## config.mk

```make
export PLATFORM = sky130hd
export DESIGN_NAME = uart_tx_arbiter
export DESIGN_NICKNAME = d
export VERILOG_FILES = /design/src/rtl/uart_tx_arbiter.sv
export SDC_FILE = /design/constraint.sdc
export NUM_CORES = 1
export LEC_CHECK = 0
export ABC_AREA = 1
export ABC_CLOCK_PERIOD_IN_PS = 3500
export BUFFER_PORTS_ARGS = -buffer_cell sky130_fd_sc_hd__buf_2
export CAP_MARGIN = 5
export CORE_MARGIN = 1.5
export CORE_UTILIZATION = 49
export DETAILED_ROUTE_END_ITERATION = 6
export PLACE_DENSITY = 0.72
export SYNTH_ARGS = -nofsm -noshare
export SYNTH_HDL_FRONTEND = slang
export SYNTH_SLANG_ARGS = --single-unit
export TNS_END_PERCENT = 20
```

## constraint.sdc

```tcl
create_clock -name clk -period 3.5 [get_ports clk]
set_input_delay 0.875 -clock clk [delete_from_list [all_inputs] [get_ports clk]]
set_output_delay 0.875 -clock clk [all_outputs]
set_load 0.05 [all_outputs]
```

## src/rtl/uart_tx_arbiter.sv

```systemverilog
// Round-robin, packet-locked arbiter sharing one UART TX FIFO write port
// between NREQ byte-stream requesters. One byte is written at most every
// other cycle so the FIFO's registered full flag is always up to date.
module uart_tx_arbiter #(
    parameter int unsigned NREQ = 2,
    parameter int unsigned TMO  = 1000,
    parameter int unsigned TMOW = 16
) (
    input  logic              clk,
    input  logic              rst,
    input  logic [NREQ-1:0]   req_valid,
    input  logic [8*NREQ-1:0] req_data,
    input  logic [NREQ-1:0]   req_last,
    output logic [NREQ-1:0]   req_ready,
    output logic [7:0]        tx_dat,
    output logic              tx_en,
    input  logic              tx_full,
    output logic [NREQ-1:0]   grant,
    output logic              busy,
    output logic              tmo_pulse
);

    localparam int unsigned     OW      = (NREQ > 1) ? $clog2(NREQ) : 1;
    localparam logic [OW-1:0]   LastIdx = OW'(NREQ - 1);
    // Only meaningful when TMO != 0; the TMO == 0 wrap is never compared.
    localparam logic [TMOW-1:0] TmoLast = TMOW'(TMO - 1);

    typedef enum logic [0:0] {StIdle, StLock} state_e;

    state_e            state_q;
    logic [OW-1:0]     owner_q;
    logic [OW-1:0]     last_owner_q;
    logic [TMOW-1:0]   count_q;
    logic [NREQ-1:0]   grant_q;
    logic              busy_q;
    logic              tx_en_q;
    logic [7:0]        tx_dat_q;
    logic              tmo_pulse_q;

    logic              own_valid;
    logic              own_last;
    logic              own_ready;
    logic              accept;
    logic [7:0]        own_data;
    logic              arb_found;
    logic [OW-1:0]     arb_idx;
    logic [OW-1:0]     arb_cand;
    logic [NREQ-1:0]   arb_onehot;

    assign own_valid = req_valid[owner_q];
    assign own_last  = req_last[owner_q];
    assign own_data  = req_data[{owner_q, 3'b000} +: 8];
    // The slot after a write is skipped, covering the full flag's one-cycle lag.
    assign own_ready = (state_q == StLock) && !tx_full && !tx_en_q;
    assign accept    = own_valid && own_ready;

    assign tx_en     = tx_en_q;
    assign tx_dat    = tx_dat_q;
    assign grant     = grant_q;
    assign busy      = busy_q;
    assign tmo_pulse = tmo_pulse_q;

    // Ready goes only to the current owner and never depends on its valid.
    always_comb begin
        req_ready          = '0;
        req_ready[owner_q] = own_ready;
    end

    // Round-robin pick: first valid requester after the previous owner.
    always_comb begin
        arb_found = 1'b0;
        arb_idx   = last_owner_q;
        arb_cand  = last_owner_q;
        for (int unsigned k = 0; k < NREQ; k++) begin
            arb_cand = (arb_cand == LastIdx) ? '0 : arb_cand + OW'(1);
            if (!arb_found && req_valid[arb_cand]) begin
                arb_found = 1'b1;
                arb_idx   = arb_cand;
            end
        end
        arb_onehot = {{(NREQ-1){1'b0}}, 1'b1} << arb_idx;
    end

    // Arbitration/lock FSM with registered FIFO strobe, grant and status outputs.
    always_ff @(posedge clk or posedge rst) begin
        if (rst) begin
            state_q      <= StIdle;
            owner_q      <= '0;
            last_owner_q <= LastIdx;
            count_q      <= '0;
            grant_q      <= '0;
            busy_q       <= 1'b0;
            tx_en_q      <= 1'b0;
            tx_dat_q     <= 8'h00;
            tmo_pulse_q  <= 1'b0;
        end else begin
            tx_en_q     <= 1'b0;
            tmo_pulse_q <= 1'b0;
            unique case (state_q)
                StIdle: begin
                    if (arb_found) begin
                        owner_q <= arb_idx;
                        grant_q <= arb_onehot;
                        busy_q  <= 1'b1;
                        count_q <= '0;
                        state_q <= StLock;
                    end
                end
                StLock: begin
                    if (accept) begin
                        tx_en_q  <= 1'b1;
                        tx_dat_q <= own_data;
                        count_q  <= '0;
                        if (own_last) begin
                            state_q      <= StIdle;
                            grant_q      <= '0;
                            busy_q       <= 1'b0;
                            last_owner_q <= owner_q;
                        end
                    end else if (!own_valid && (TMO != 0)) begin
                        // Stalls on tx_full keep valid high and so hold the count.
                        if (count_q == TmoLast) begin
                            state_q      <= StIdle;
                            grant_q      <= '0;
                            busy_q       <= 1'b0;
                            last_owner_q <= owner_q;
                            count_q      <= '0;
                            tmo_pulse_q  <= 1'b1;
                        end else begin
                            count_q <= count_q + TMOW'(1);
                        end
                    end
                end
                default: state_q <= StIdle;
            endcase
        end
    end

endmodule

```

==> flow_metrics.env <==
export IMPL_outcome="complete, no violations"
export IMPL_largest_net_degree_at_the_start_of_global_routing=33
export IMPL_finalCritPeriodShare_pct=68.7
export IMPL_cp_data_arrival_time_ns=1.53
export IMPL_die_outline_height_um=65.2
export IMPL_vdd_ir_drop_max_uv=538
export IMPL_cap_viol_max_count=0
export IMPL_final_net_count=329
export IMPL_tritoncts_num_buffers=5
export IMPL_hold_buffers=0
export IMPL_grtUsageMet1_pct=27.9
export IMPL_final_setup_skew_ns=0.00930
export IMPL_critical_path_cell_chain="buf_2 > nand3b_4 > nor2_1 > buf_2"
export IMPL_fp_dieW_um=65.2
export IMPL_mostFrequentLayoutCells="sky130_fd_sc_hd__nand2_1, sky130_fd_sc_hd__nor2_1, sky130_fd_sc_hd__buf_2, sky130_fd_sc_hd__inv_1, sky130_fd_sc_hd__dfrtp_1"
export IMPL_power_density_cell_area_nw_per_um2=773
export IMPL_synthesis_stage_register_bit_count=32
export IMPL_io_buffer_count=37
export IMPL_cts_htree_levels=2
export IMPL_end_kind="output port"
export IMPL_grt_remaining_overflow=0
export IMPL_grtUsageTotal_pct=21.5
export IMPL_first_global_vias=1648
export IMPL_drt_pre_antenna_iters=5
export IMPL_yosysSeqAreaShare_pct=42.3
export IMPL_ys_dominant_reg_cell="sky130_fd_sc_hd__dfrtp_1"
export IMPL_cpPeakStageDelay_ns=0.27
export IMPL_grt_antenna_before_repair=0
export IMPL_synthesis_area_per_instance_um2=7.15
export IMPL_worst_setup_path_type="input port to output port"
export IMPL_start_util_pct=51.4
export IMPL_grt_first_pass_wirelength_mm=7.04
export IMPL_final_layout_size_suffix_gt1_share_pct=19.6
export IMPL_syn_cell_area_um2=1890
export IMPL_synth_enable_flop_cells=0
export IMPL_cts_setup_buffers=0
export IMPL_layout_cells_most_common="sky130_fd_sc_hd__nand2_1"
export IMPL_synth_largest_area_cell="sky130_fd_sc_hd__dfrtp_1"
export IMPL_wirelength_mm=4.02
export IMPL_maxSlewViolCount=0
export IMPL_static_leakage_power_nw=1.15
export IMPL_worstMarginPinSlew_ns=0.475
export IMPL_drc=0
export IMPL_core_region_area_um2=3690
export IMPL_slew_limit_headroom_pct=68.2
export IMPL_route_detailed_wl_per_inst_um=11.4
export IMPL_fin_setup_tns_ns=0
export IMPL_busiest_layer="met2"
export IMPL_worst_setup_hold_path_clk_slew_ns=0.07
export IMPL_area_fraction_of_the_dominant_cell_type_after_synthesis_pct=41.0
export IMPL_hold_class="flip-flop to flip-flop"
export IMPL_fmax_mhz=416
export IMPL_design_portCount=38
export IMPL_antenna_violating_nets_post_route=0
export IMPL_grtUsageMet3_pct=4.11
export IMPL_globalRouteMet2Util_pct=35.5
export IMPL_ys_warn_count=0
export IMPL_setup_viol=0
export IMPL_post_cts_resized_instances=0
export IMPL_cts_tree="done"
export IMPL_final_hold_violation_count=0
export IMPL_top_cells_by_area_synth="sky130_fd_sc_hd__dfrtp_1, sky130_fd_sc_hd__nand2_1, sky130_fd_sc_hd__nor2_1"
export IMPL_worst_path_dominant_cell_family="buffers and inverters"
export IMPL_max_fanout_on_critical_path=6
export IMPL_drt_initial_drc_count=62
export IMPL_async_reset_ff_share_pct=100
export IMPL_clk_path_buf_depth=2
export IMPL_required_ns=2.62
export IMPL_drt_vias_per_instance=5.00
export IMPL_clock_sink_count=32
export IMPL_total_power_mw=1.71
export IMPL_critical_path_slowest_cell="sky130_fd_sc_hd__buf_2"
export IMPL_cts_root_buffer="sky130_fd_sc_hd__clkbuf_8"
export IMPL_clock_latency_ns=0.29
export IMPL_design_die_area_um2=4250
export IMPL_routed_via_count=1771
export IMPL_synth_lib_cells_used_distinct=28
export IMPL_num_antenna_cells=0
export IMPL_synth_fp_nets=289
export IMPL_netlist_instances=265
export IMPL_critical_path_top_cell_by_count="sky130_fd_sc_hd__buf_2"
export IMPL_routabilityCongestion=0.868
export IMPL_cp_num_buf_inv=2
export IMPL_detailed_place_hpwl_mm=2.93
export IMPL_finalCriticalPeriod_ns=2.40
export IMPL_rsz0062_at_grt="no"
export IMPL_area_growth_syn_to_layout_pct=16.4
export IMPL_startpoint_type="input port"
export IMPL_core_rowCount=22
## sequential cells by signal (all words and copies together) (netlist names)
name / flops
busy: 1
count_q: 16
grant: 2
last_owner_q: 1
owner_q: 1
state_q: 1
tmo_pulse: 1
tx_dat: 8
tx_en: 1
## logic make-up after synthesis
group | share of synthesized area [%]
AO/OA/AOI/OAI | 6.61
XOR/XNOR | 1.39
adder cells (fa/ha/maj) | 0.660
buffers and inverters | 9.97
flip-flops | 42.3
AND/OR/NAND/NOR | 39.0
## worst register-to-register path, cell delays in order (launching register included)
cell and delay, ns:
sky130_fd_sc_hd__dfrtp_1 0.39, sky130_fd_sc_hd__buf_4 0.19, sky130_fd_sc_hd__nand2_1 0.10, sky130_fd_sc_hd__nand2_1 0.09
sky130_fd_sc_hd__nor2_4 0.39, sky130_fd_sc_hd__nor2_1 0.09, sky130_fd_sc_hd__nand2_1 0.15, sky130_fd_sc_hd__nand3_1 0.13
sky130_fd_sc_hd__nand2_1 0.10, sky130_fd_sc_hd__nand2_1 0.04
## cells in the mapped netlist (all sizes together) (4+ instances only)
cell	instances
nand2	85
nor2	47
inv	35
dfrtp	31
nand3	25
a31oi	8
o21ai	7
nand4	5
buf	4
nor3	4
## final timing paths
| path | from | endpoint | slack, ns | depth (start not counted) |
|---|---|---|---|---|
| min reg2reg | grant[1] | grant[1] | 0.47 | 2 |
| max in group asynchronous | rst | last_owner_q | 2.53 | 3 |
| max | tx_full | req_ready[0] | 1.10 | 4 |
| min | grant[1] | grant[1] | 0.47 | 2 |
| min in group asynchronous | rst | tx_dat[0] | 0.66 | 3 |
| max reg2reg | owner_q | busy | 1.72 | 9 |
## cell type report
cell class	instances	area (um^2)
clock inverter	2	35.0
clock buffer	6	72.6
fill	383	1480
inverter	35	131
sequential	32	802
tap	48	60.1
multi-input combinational	192	903
timing repair buffer	39	200
## layer usage
metal	wire (um)	share of wire, %
met5	0	0
met4	66	1.6
met3	132	3.3
met2	1890	47
met1	1940	48
## through the flow
step	utilization, %	setup slack (ns)	cell area, um^2	hold slack [ns]	std cells
6_report	59.8	1.10	2200	0.473	354
5_1_grt	59.8	1.06	2200	0.508	354
4_1_cts	59.8	1.09	2200	0.477	354
3_5_place_dp	56.9	1.09	2100	0.458	346
3_3_place_gp	56.9	1.11	2100	0.455	346
2_1_floorplan	-	0.900	1890	0.448	265
## power by group
part	leakage (nW)	total [mW]	switching (mW)	internal, mW
sequential	0.407	0.540	0.0670	0.473
clock	0.0552	0.356	0.145	0.211
combinational	0.689	0.809	0.608	0.202
Power figures use the tool's default switching activity.
